==> src/rtl/bomb_defuse_controller.sv <==
// rtl/bomb_defuse_controller.sv - bomb countdown, cut-wire strike tracking and defuse/explode decision
module bomb_defuse_controller #(
  parameter int CLK_HZ       = 100000000,
  parameter int TIME_LIMIT_S = 60,
  parameter int PENALTY_S    = 10,
  parameter int MAX_STRIKES  = 3
) (
  input  logic       basys_clock,
  input  logic       reset,
  input  logic       arm,
  input  logic [2:0] wire_to_cut,
  input  logic [2:0] cut_sw,
  output logic [1:0] state,
  output logic [6:0] seconds_left,
  output logic [3:0] secs_tens,
  output logic [3:0] secs_ones,
  output logic [1:0] strikes,
  output logic       sec_pulse,
  output logic       defused,
  output logic       exploded
);

  typedef enum logic [1:0] {
    S_IDLE     = 2'b00,
    S_ARMED    = 2'b01,
    S_DEFUSED  = 2'b10,
    S_EXPLODED = 2'b11
  } state_t;

  localparam int PW = (CLK_HZ > 1) ? $clog2(CLK_HZ) : 1;

  state_t        cur_state, nxt_state;
  logic [PW-1:0] prescaler, prescaler_nxt;
  logic [6:0]    secs_q, secs_nxt;
  logic [1:0]    strikes_q, strikes_nxt;
  logic [2:0]    cut_sync1, cut_sync2, cut_prev;
  logic          arm_prev;

  logic [2:0] rise;
  logic       arm_rise;
  logic       tick;
  logic       correct_cut;
  logic [1:0] new_strikes;
  logic [7:0] penalty;
  logic [7:0] secs_ext;
  logic [6:0] secs_after_penalty;

  assign rise        = cut_sync2 & ~cut_prev;
  assign arm_rise    = arm & ~arm_prev;
  assign tick        = (cur_state == S_ARMED) && (prescaler == PW'(CLK_HZ - 1));
  assign correct_cut = (wire_to_cut != 3'b000) && $onehot(rise) && (rise == wire_to_cut);

  // Penalty arithmetic is 8 bits wide so an oversized penalty clamps to zero instead of wrapping.
  assign penalty            = 8'(PENALTY_S) + {7'd0, tick};
  assign secs_ext           = {1'b0, secs_q};
  assign secs_after_penalty = (secs_ext > penalty) ? 7'(secs_ext - penalty) : 7'd0;
  assign new_strikes        = strikes_q + 2'd1;

  always_ff @(posedge basys_clock) begin
    if (reset) begin
      cur_state <= S_IDLE;
      prescaler <= '0;
      secs_q    <= 7'(TIME_LIMIT_S);
      strikes_q <= 2'd0;
      cut_sync1 <= 3'b000;
      cut_sync2 <= 3'b000;
      cut_prev  <= 3'b000;
      arm_prev  <= 1'b0;
    end else begin
      cur_state <= nxt_state;
      prescaler <= prescaler_nxt;
      secs_q    <= secs_nxt;
      strikes_q <= strikes_nxt;
      cut_sync1 <= cut_sw;
      cut_sync2 <= cut_sync1;
      cut_prev  <= cut_sync2;
      arm_prev  <= arm;
    end
  end

  always_comb begin
    nxt_state     = cur_state;
    prescaler_nxt = prescaler;
    secs_nxt      = secs_q;
    strikes_nxt   = strikes_q;
    case (cur_state)
      S_IDLE: begin
        if (arm_rise) begin
          nxt_state     = S_ARMED;
          prescaler_nxt = '0;
          secs_nxt      = 7'(TIME_LIMIT_S);
          strikes_nxt   = 2'd0;
        end
      end
      S_ARMED: begin
        prescaler_nxt = tick ? '0 : prescaler + PW'(1);
        // A correct cut wins over a same-cycle tick, freezing the displayed time.
        if (correct_cut) begin
          nxt_state = S_DEFUSED;
        end else if (rise != 3'b000) begin
          strikes_nxt = new_strikes;
          secs_nxt    = secs_after_penalty;
          if ((new_strikes == 2'(MAX_STRIKES)) || (secs_after_penalty == 7'd0)) begin
            nxt_state = S_EXPLODED;
          end
        end else if (tick) begin
          secs_nxt = secs_q - 7'd1;
          if (secs_q == 7'd1) begin
            nxt_state = S_EXPLODED;
          end
        end
      end
      default: begin
      end
    endcase
  end

  assign state        = cur_state;
  assign seconds_left = secs_q;
  assign secs_tens    = 4'(secs_q / 7'd10);
  assign secs_ones    = 4'(secs_q % 7'd10);
  assign strikes      = strikes_q;
  assign sec_pulse    = tick;
  assign defused      = (cur_state == S_DEFUSED);
  assign exploded     = (cur_state == S_EXPLODED);

endmodule

==> config.mk <==
export PLATFORM = sky130hd
export DESIGN_NAME = bomb_defuse_controller
export DESIGN_NICKNAME = d
export VERILOG_FILES = /design/src/rtl/bomb_defuse_controller.sv
export SDC_FILE = /design/constraint.sdc
export NUM_CORES = 1
export LEC_CHECK = 0
export CORE_MARGIN = 5
export CORE_UTILIZATION = 60
export CTS_CLUSTER_SIZE = 30
export DETAILED_ROUTE_END_ITERATION = 12
export PLACE_DENSITY = 0.83
export SKIP_CTS_REPAIR_TIMING = 1
export SYNTH_ARGS = -nofsm -noshare
export SYNTH_HDL_FRONTEND = slang
export SYNTH_SLANG_ARGS = --single-unit
==> constraint.sdc <==
create_clock -name basys_clock -period 8.9 [get_ports basys_clock]
set_input_delay 1.335 -clock basys_clock [delete_from_list [all_inputs] [get_ports basys_clock]]
set_output_delay 1.335 -clock basys_clock [all_outputs]
set_load 0.05 [all_outputs]
=== After elaboration in Yosys (flattened, before gate mapping) ===
Index checks and enable logic that the tools add are counted.

* Div/mod/pow operators: 2
* Reductions and logical operators: 13
* $add $sub $neg: 7
* Magnitude comparators: 1
* Bitwise operators: 4
* Equality and inequality tests: 15
* Muxes and demuxes: 20

{| class="wikitable"
|+ Operators with widths
! kind !! count
|-
| 27-bit 2-to-1 mux || 2
|-
| 27-bit one-hot mux with 2 select lines || 1
|-
| 7-bit 2-to-1 mux || 5
|-
| 27-bit by 1-bit adder with 27-bit output, second input constant || 1
|-
| 27-bit equality test, second input constant || 1
|-
| 2-bit 2-to-1 mux || 9
|-
| 7-bit one-hot mux with 2 select lines || 1
|-
| 4-bit by 3-bit != test with 1-bit output, second input constant || 2
|-
| 2-bit one-hot mux with 2 select lines || 2
|-
| 4-bit AND reduction || 2
|-
| 7-bit by 4-bit divider with 7-bit output, second input constant || 1
|-
| 7-bit by 1-bit equality test with 1-bit output, second input constant || 1
|-
| 7-bit by 5-bit > comparator with 1-bit output || 1
|-
| 7-bit logical NOT || 1
|-
| 7-bit by 4-bit remainder unit with 7-bit output, second input constant || 1
|-
| 7-bit by 1-bit subtractor with 7-bit output, second input constant || 1
|-
| 7-bit by 5-bit subtractor with 7-bit output || 1
|-
| 2-bit equality test, second input constant || 3
|-
| 3-bit nonzero test || 2
|-
| 4-bit by 1-bit adder with 5-bit output, first input constant || 1
|-
| 5-bit AND reduction || 1
|-
| 2-bit by 1-bit equality test with 1-bit output, second input constant || 2
|-
| 2-bit != test, second input constant || 2
|-
| 4-bit by 2-bit != test with 1-bit output, second input constant || 1
|-
| other kinds (15) || 17
|}

* Input port bits: 9
* Logic and storage cells: 70
* Output and inout bits: 22
* Bits in registers: 48

=== Longest topological paths before layout ===
Gate-level depths: netlist (run 1).

* Word-level depth: 11
* Depth in mapped cells: 15
* Depth with buffers taken out: 15

=== Worst setup path after synthesis (run 1) ===
Ideal clock, no wire load.

* Path kind: register to output
* Start: register secs_q[5] (netlist: seconds_left[5])
* End: output port secs_ones[2]
* Path buffers: 3
* Cell stages (with the launch flop): 15
* Slack: 2.151 ns
* Required time: 7.565 ns
* Arrival time: 5.414 ns
* Cells stage by stage: dfxtp_1 -> clkbuf_1 -> clkbuf_1 -> buf_1 -> nor2_1 -> ha_1 -> o21bai_1 -> nand2_1 -> o211ai_1 -> a21oi_1 -> nor2_1 -> a21oi_1 -> ha_1 -> o21ai_0 -> mux2i_1

* Word-level cells in the longest chain between the ends: 1

{| class="wikitable"
|+ Ends and longest elaborated chain
! what !! RTL line !! text
|-
| start, declared || 34 || <nowiki>logic [6:0] secs_q, secs_nxt;</nowiki>
|-
| start signal, assigned || 63 || <nowiki>secs_q <= 7'(TIME_LIMIT_S);</nowiki>
|-
| start signal, assigned || 72 || <nowiki>secs_q <= secs_nxt;</nowiki>
|-
| 7-bit by 4-bit remainder unit with 7-bit output || 121 || <nowiki>assign secs_ones = 4'(secs_q % 7'd10);</nowiki>
|-
| end, declared || 16 || <nowiki>output logic [3:0] secs_ones,</nowiki>
|}

Every way passes these cells.

=== Final worst setup path (run 1) ===
* Start: register secs_q[6] (netlist: seconds_left[6])
* End: output port secs_ones[3]

The elaborated chain is that of the path after synthesis.

==> results of run 1 <==
[routing by layer]
layer | global-route usage, % | vias to the layer above | wire [microns]
met2 | 38.53 | 86 | 3497
met5 | 0 | - | 0
met3 | 3.796 | 11 | 362
li1 | - | 1502 | -
met1 | 29.93 | 1433 | 3261
met4 | 6.977 | 0 | 106
[logic make-up after synthesis]
group,count (synthesis),synth area share (%)
multiplexers,2,0.6813
AO/OA/AOI/OAI,99,21.16
XOR/XNOR,24,6.733
buffers and inverters,38,4.809
flip-flops,48,30.78
adder cells (fa/ha/maj),11,4.649
AND/OR/NAND/NOR,182,31.18
[through the flow]
| step | hold WS [ns] | util (%) |
|---|---|---|
| final | 0.4441 | 69.50 |
| after global routing | 0.4718 | 69.50 |
| after CTS | 0.4490 | 69.50 |
| after detailed placement | 0.4274 | 67.60 |
| after global placement | 0.4154 | 67.60 |
| after floorplan | 0.4138 | - |
[worst paths after layout]
kind                                     start                      endpoint  slack, ns
setup / recovery  seconds_left[6]$_SDFFE_PP0P_                  secs_ones[3]       2.57
hold / removal         cut_sync1[0]$_SDFF_PP0_       cut_sync2[0]$_SDFF_PP0_       0.44
setup reg to reg     prescaler[9]$_SDFFE_PP0P_  seconds_left[4]$_SDFFE_PP1P_       5.04
hold reg to reg        cut_sync1[0]$_SDFF_PP0_       cut_sync2[0]$_SDFF_PP0_       0.44
[worst max-delay path: stages, from the launching register on]
cell and delay, ns:
dfxtp_1 0.81, clkinv_1 0.42, ha_1 0.50, o21bai_1 0.18, nand2_1 0.11, o211ai_1 0.51, a21oi_1 0.14, nor2_1 0.10
a21oi_1 0.06, ha_1 0.27, or4b_2 0.68, nand3_1 0.10, clkdlybuf4s50_1 0.80
[registers in the layout, summed over array words and instances, names as in the netlist]
signal,cells
strikes,2
cut_prev,3
seconds_left,7
cut_sync1,3
prescaler,27
cut_sync2,3
arm_prev,1
state,2
[power breakdown]
| group | leakage, nW | internal (mW) | switching (mW) |
|---|---|---|---|
| registers | 0.390 | 0.220 | 0.00999 |
| logic | 0.815 | 0.0496 | 0.0881 |
| clock network | 0.0516 | 0.0636 | 0.0745 |
| total | 1.26 | 0.333 | 0.173 |
[cells in the final DEF, fill, tap and decap left out, types with 6 or more instances in the layout]
cell type,instances
clkdlybuf4s50_1,30
nor3_1,16
and3_1,8
nand3_1,22
dfxtp_1,48
nand4_1,6
nor2_1,43
o21ai_0,16
nand2_1,32
nor2b_1,16
xnor2_1,11
a21oi_1,29
clkbuf_8,6
ha_1,10
nand2b_1,8
inv_1,14
xor2_1,13
and4_1,6
o211ai_1,7
[synth_stat cells (all sizes together), types with 3 or more instances]
cell	count
and2	3
nor2b	16
clkbuf	16
xor2	13
ha	10
nand4	6
a221oi	3
a311oi	3
o31ai	3
a31oi	4
or4	4
nor2	43
nor3	16
and4	6
o211ai	7
a41oi	4
or4b	3
and3	8
inv	14
o21bai	3
o21ai	16
a211oi	3
xnor2	11
a21oi	30
dfxtp	48
o22ai	3
nand2b	8
buf	7
nand2	32
nand3	22
nor4	4
[cell type report]
cell class | instances | share of cell area (%)
clock inverter | 2 | 0.3902
tap | 70 | 2.483
inverter | 15 | 1.596
sequential | 48 | 27.24
multi-input combinational | 318 | 57.01
clock buffer | 6 | 2.341
timing repair buffer | 32 | 8.939
==> results by group, run 1 <==
CTS
  • CTS Sinks: between 40 and 50
  • H-tree lvl count: 2
  • Clk_lat worst skew: 0.30 ns
  • Clock root buffer: clkbuf_8
  • Maximum buffer depth of the clock tree: 2
  • Clock transition at path regs: approximately 0.090 ns
  • TritonCTS clock tree: built
  • CTS buffer count: 5

Global route
  • Largest net degree at the start of global routing: 31
  • Gr ovfl total: 0
  • Number of global-route vias before repair: between 2k and 3k
  • GRT Util Overall: 22.87%
  • Antenna violations before repair: 0
  • First-pass GRT wire length: about 12000 microns

STA
  • Final period util: 71.15%
  • Setup total negative slack: 0 ns
  • Final setup vio count: 0
  • Slew Viols, Final: 0
  • Post-route worst setup slack: 2.568 ns
  • Max Clk Rate: between 0.15 and 0.2 GHz
  • Worst-Margin Slew: between 1 and 1.5 ns
  • Slew HR: 32.57%
  • Final Skew: between 0.008 and 0.009 ns
  • RSZ-0062 raised after global routing: no
  • Min cycle time layout: 6.332 ns
  • Final Hold Fails: 0

Synthesis
  • Synth top area share: around 31%
  • Yosys warns: 0
  • Async SR Flop Fraction: 0%
  • Top FF cell, synth: dfxtp_1
  • Syn Area/Cell: 7.727 sq um
  • Synth Register Bits: 48
  • Synth area leaders: dfxtp_1 (31%), nor2_1 (5.2%), a21oi_1 (4.6%)
  • Post-synth top area cell: dfxtp_1
  • Cell count after synthesis: 404
  • Number of synthesized flops with an enable pin: 0
  • Syn nets: 424
  • Distinct cells, synth: 62
  • Post-synthesis sequential area ratio: a little under a third
  • Cell Area, Synth: 0.003122 sq mm

Placement
  • Placed Area: 0.003431 sq mm
  • Post-DP HPWL: 5197 microns
  • Placer Congestion: 0.8882
  • Port bufs: 30
  • Cell Count Post-Placement: 483
  • Dpl ws: 2.940 ns

Die
  • I/O pin cnt: 31
  • Initial Util: a little over 60%
  • Number of cell rows: 26
  • Die extent in y: 82.13 microns
  • Die area: about 0.0067 sq mm
  • Die Width: 82.13 microns
  • Core area: approximately 0.005 sq mm

Power and ir drop
  • Total power draw: 0.5059 mW
  • Maximum VDD drop: 0.1354 mV
  • Power Density: 143.4 mW/mm^2
  • Leakage power: approximately 1.3 nW

Layout
  • Area growth syn-to-layout: 12.99%
  • Fin nets: 440
  • Fillers: 445
  • Fraction of layout cells with a size suffix above 1: 4.751%
  • Finished Cell Area: 0.003527 sq mm
  • Final std cells w/o fill: about 500
  • Multi-input logic area: 0.002011 sq mm
  • Antenna diodes: 0
  • Sequential cell area: about 960 sq um

Run status
  • Status: finished clean

Setup path
  • Worst EP required: 7.57 ns
  • Kind of end point of the critical path: primary output
  • Worst EP arrival: 5.00 ns
  • R2R cell count: 11
  • Worst-path fanout max: 24
  • Setup crit start kind: flip-flop
  • Worst Setup Path Type: reg2out

Detailed routing
  • WL/cell: 14.72 microns
  • Drt total wl: 7227 microns
  • Via count of the routed design: 3032
  • Post-route ant nets: 0
  • Drt first pass iters: 4
  • DR vias/cell: 6.175
  • Drt drc: 0
  • Initial DRC count: 192

Min path
  • Hold Path Stages: 1
  • Hold Path Class: reg2reg

Flow run
  • MaxCap Viol Count: 0
No activity file was read; power rests on OpenSTA's default activity.
==> run 2, diff against run 1 <==
CORE_UTILIZATION = 52   (was 60)
PLACE_DENSITY = 0.77   (was 0.83)
clock period = 5.46 ns   (was 8.9 ns; I/O delays follow)
==> results by group, run 2 (synthesis results as in run 1) <==
CTS
  • H-tree lvl count: 2 (unchanged)
  • Clock transition at path regs: 0.09 ns (about the same)
  • CTS Sinks: 48 (unchanged)
  • Clk_lat worst skew: 0.30 ns (about the same)
  • Maximum buffer depth of the clock tree: 2 (unchanged)
  • TritonCTS clock tree: built
  • CTS buffer count: 5 (unchanged)
  • Clock root buffer: clkbuf_8

Layout
  • Antenna diodes: 0 (unchanged)
  • Area growth syn-to-layout: 15.35%
  • Most frequent cells in the layout: dfxtp_1 (48), nor2_1 (43), nand2_1 (32)
  • Fillers: 519 (+17%)
  • Final std cells w/o fill: 501 (+2.0%)
  • Max FFs per register: 27 (unchanged)
  • Finished Cell Area: 0.003601 sq mm (+2.1%)
  • Fraction of layout cells with a size suffix above 1: 6.573% (+1.8 points)
  • Top reg by flops: prescaler
  • Fin nets: 445 (+1.1%)
  • Most common cell after layout, fill and taps aside: dfxtp_1

Placement
  • Cell Count Post-Placement: 493 (+2.1%)
  • Placed Area: 0.003480 sq mm (+1.4%)
  • Placer Congestion: 0.9565 (+7.7%)
  • Post-DP HPWL: 5204 microns (+0.13%)
  • Port bufs: 30 (unchanged)

Min path
  • Hold Path Sink: cut_sync2[1]$_SDFF_PP0_
  • Hold Path Class: reg2reg
  • Hold Path Stages: 1 (unchanged)
  • Worst hold start: cut_sync1[1]$_SDFF_PP0_

STA
  • Final Skew: 0.003419 ns (-0.005302 ns)
  • Setup total negative slack: 0 ns (unchanged)
  • Slew HR: 44.57% (+12 points)
  • Slew Viols, Final: 0 (unchanged)
  • RSZ-0062 raised after global routing: no
  • Max Clk Rate: approximately 0.21 GHz
  • Final setup vio count: 0 (unchanged)
  • Min cycle time layout: 4.785 ns
  • Final Hold Fails: 0 (unchanged)
  • Final period util: 87.63%
  • Worst-Margin Slew: 0.8264 ns (-0.1819 ns)

Power and ir drop
  • Maximum VDD drop: 0.1641 mV (+21%)
  • Reg power frac: 42.4% (-3.1 points)
  • P_int: 0.5923 mW (+78%)
  • Switching power: 0.2825 mW (+64%)
  • Switching part of the total power: 32.30% (-1.8 points)
  • Power Density: 242.9 mW/mm^2 (+69%)
  • Clock Power Share: 30.9% (+3.6 points)
  • Comb power frac: 26.8% (-0.4 points)
  • Leakage power: 1.296 nW (+3.1%)

Detailed routing
  • Post-route ant nets: 0 (unchanged)
  • Via count of the routed design: 3042 (+0.33%)
  • DR vias/cell: 6.072 (-1.7%)
  • Drt drc: 0 (unchanged)
  • Drt total wl: 7309 microns (+1.1%)
  • Drt first pass iters: 6 (+2)
  • Initial DRC count: 203 (+5.7%)
  • WL/cell: 14.59 microns (-0.88%)

Setup path
  • Worst EP arrival: 3.97 ns (-1.03 ns)
  • Worst R2R Setup Slack: 1.59 ns (-3.45 ns)
  • Worst Setup Path Type: reg2out
  • Critical Path, Cell by Cell: clkinv_1 > ha_1 > o21bai_1 > nand2_1 > o211ai_1 > a21oi_1 > nor2_1 > a21oi_1 > ha_1 > o21ai_2 > mux2i_2 > clkdlybuf4s50_1
  • Setup crit start kind: flip-flop
  • Worst EP required: 4.64 ns (-2.93 ns)
  • Reg2reg start: prescaler[9]$_SDFFE_PP0P_
  • Kind of end point of the critical path: primary output
  • R2R cell count: 12 (+1)
  • Critical path depth in cells: 12 (unchanged)
  • Endpoint of the worst register-to-register path: state[1]$_SDFFE_PP0P_
  • Worst path slowest cell: clkdlybuf4s50_1
  • Peak per-stage delay on the critical path: 0.82 ns (about the same)
  • Worst-path fanout max: 8 (-67%)
  • CP delay by family, top: compound AO/OA/AOI/OAI gates
  • WP buf/inv: 2 (unchanged)

Die
  • Die area: 0.007653 sq mm (+13%)
  • I/O pin cnt: 31 (unchanged)
  • Die Width: 87.48 microns (+6.5%)
  • Initial Util: 53.04% (-8.5 points)
  • Core area: 0.005886 sq mm (+16%)
  • Die extent in y: 87.48 microns (+6.5%)
  • Number of cell rows: 28 (+7.7%)

Global route
  • First-pass GRT wire length: 12730 microns (+3.4%)
  • Number of global-route vias before repair: 2818 (+3.5%)
  • Largest net degree at the start of global routing: 32 (+3.2%)
  • Antenna violations before repair: 0 (unchanged)
  • Gr ovfl total: 0 (unchanged)
  • GRT Util Overall: 20.16% (-2.7 points)

Flow run
  • MaxCap Viol Count: 0 (unchanged)

Run status
  • Status: finished clean
==> run 2: worst max-delay path by stage <==
stage	slack, ns	from	to
global placement	1.19	seconds_left[6]$_SDFFE_PP0P_	secs_ones[2]
floorplan	0.23	seconds_left[5]$_SDFFE_PP1P_	secs_ones[2]
CTS	0.69	seconds_left[6]$_SDFFE_PP0P_	secs_ones[2]
finish	0.68	seconds_left[6]$_SDFFE_PP0P_	secs_ones[2]
global route	0.38	seconds_left[6]$_SDFFE_PP0P_	secs_ones[2]
detailed placement	1.04	seconds_left[6]$_SDFFE_PP0P_	secs_ones[2]
==> run 2: cell type report <==
cell class                 count  area (sq um)  share of cell area [%]
clock buffer                   6         82.58                   2.293
sequential                    48         960.9                   26.69
tap                           75         93.84                   2.606
clock inverter                 2         38.79                   1.077
inverter                      15         56.30                   1.564
timing repair buffer          37         350.3                   9.729
multi-input combinational    318          2018                   56.05
==> run 2: power groups by stage <==
stage / logic, mW / clock network [mW] / registers, mW
after floorplan: 0.159 / 0 / 0.390
after global placement: 0.228 / 0 / 0.378
after detailed placement: 0.232 / 0 / 0.379
after CTS: 0.233 / 0.278 / 0.371
after global routing: 0.254 / 0.295 / 0.373
final: 0.234 / 0.270 / 0.371
==> run 2: metrics by stage <==
step                      setup slack (ns)  total power, mW  hold WS [ns]  util [%]
after floorplan                     0.2326           0.5489        0.4138         -
after global placement               1.187           0.6067        0.4169     59.12
after detailed placement             1.037           0.6111        0.4270     59.12
after CTS                           0.6926           0.8818        0.4478     61.18
after global routing                0.3839           0.9219        0.4732     61.18
final                               0.6754           0.8748        0.4442     61.18
==> run 2: metal layers <==
layer / track usage (%) / share of wire (%) / up-vias
li1: - / - / 1506
met1: 27.46 / 47 / 1416
met2: 32.05 / 46 / 103
met3: 3.595 / 5.2 / 17
met4: 6.695 / 1.8 / 0
met5: 0 / 0 / -
==> run 3, diff against run 2 <==
CAP_MARGIN = 0   (was not set)
==> results of run 3 <==
No change in the layout: final DEF, timing and power equal those of run 2.
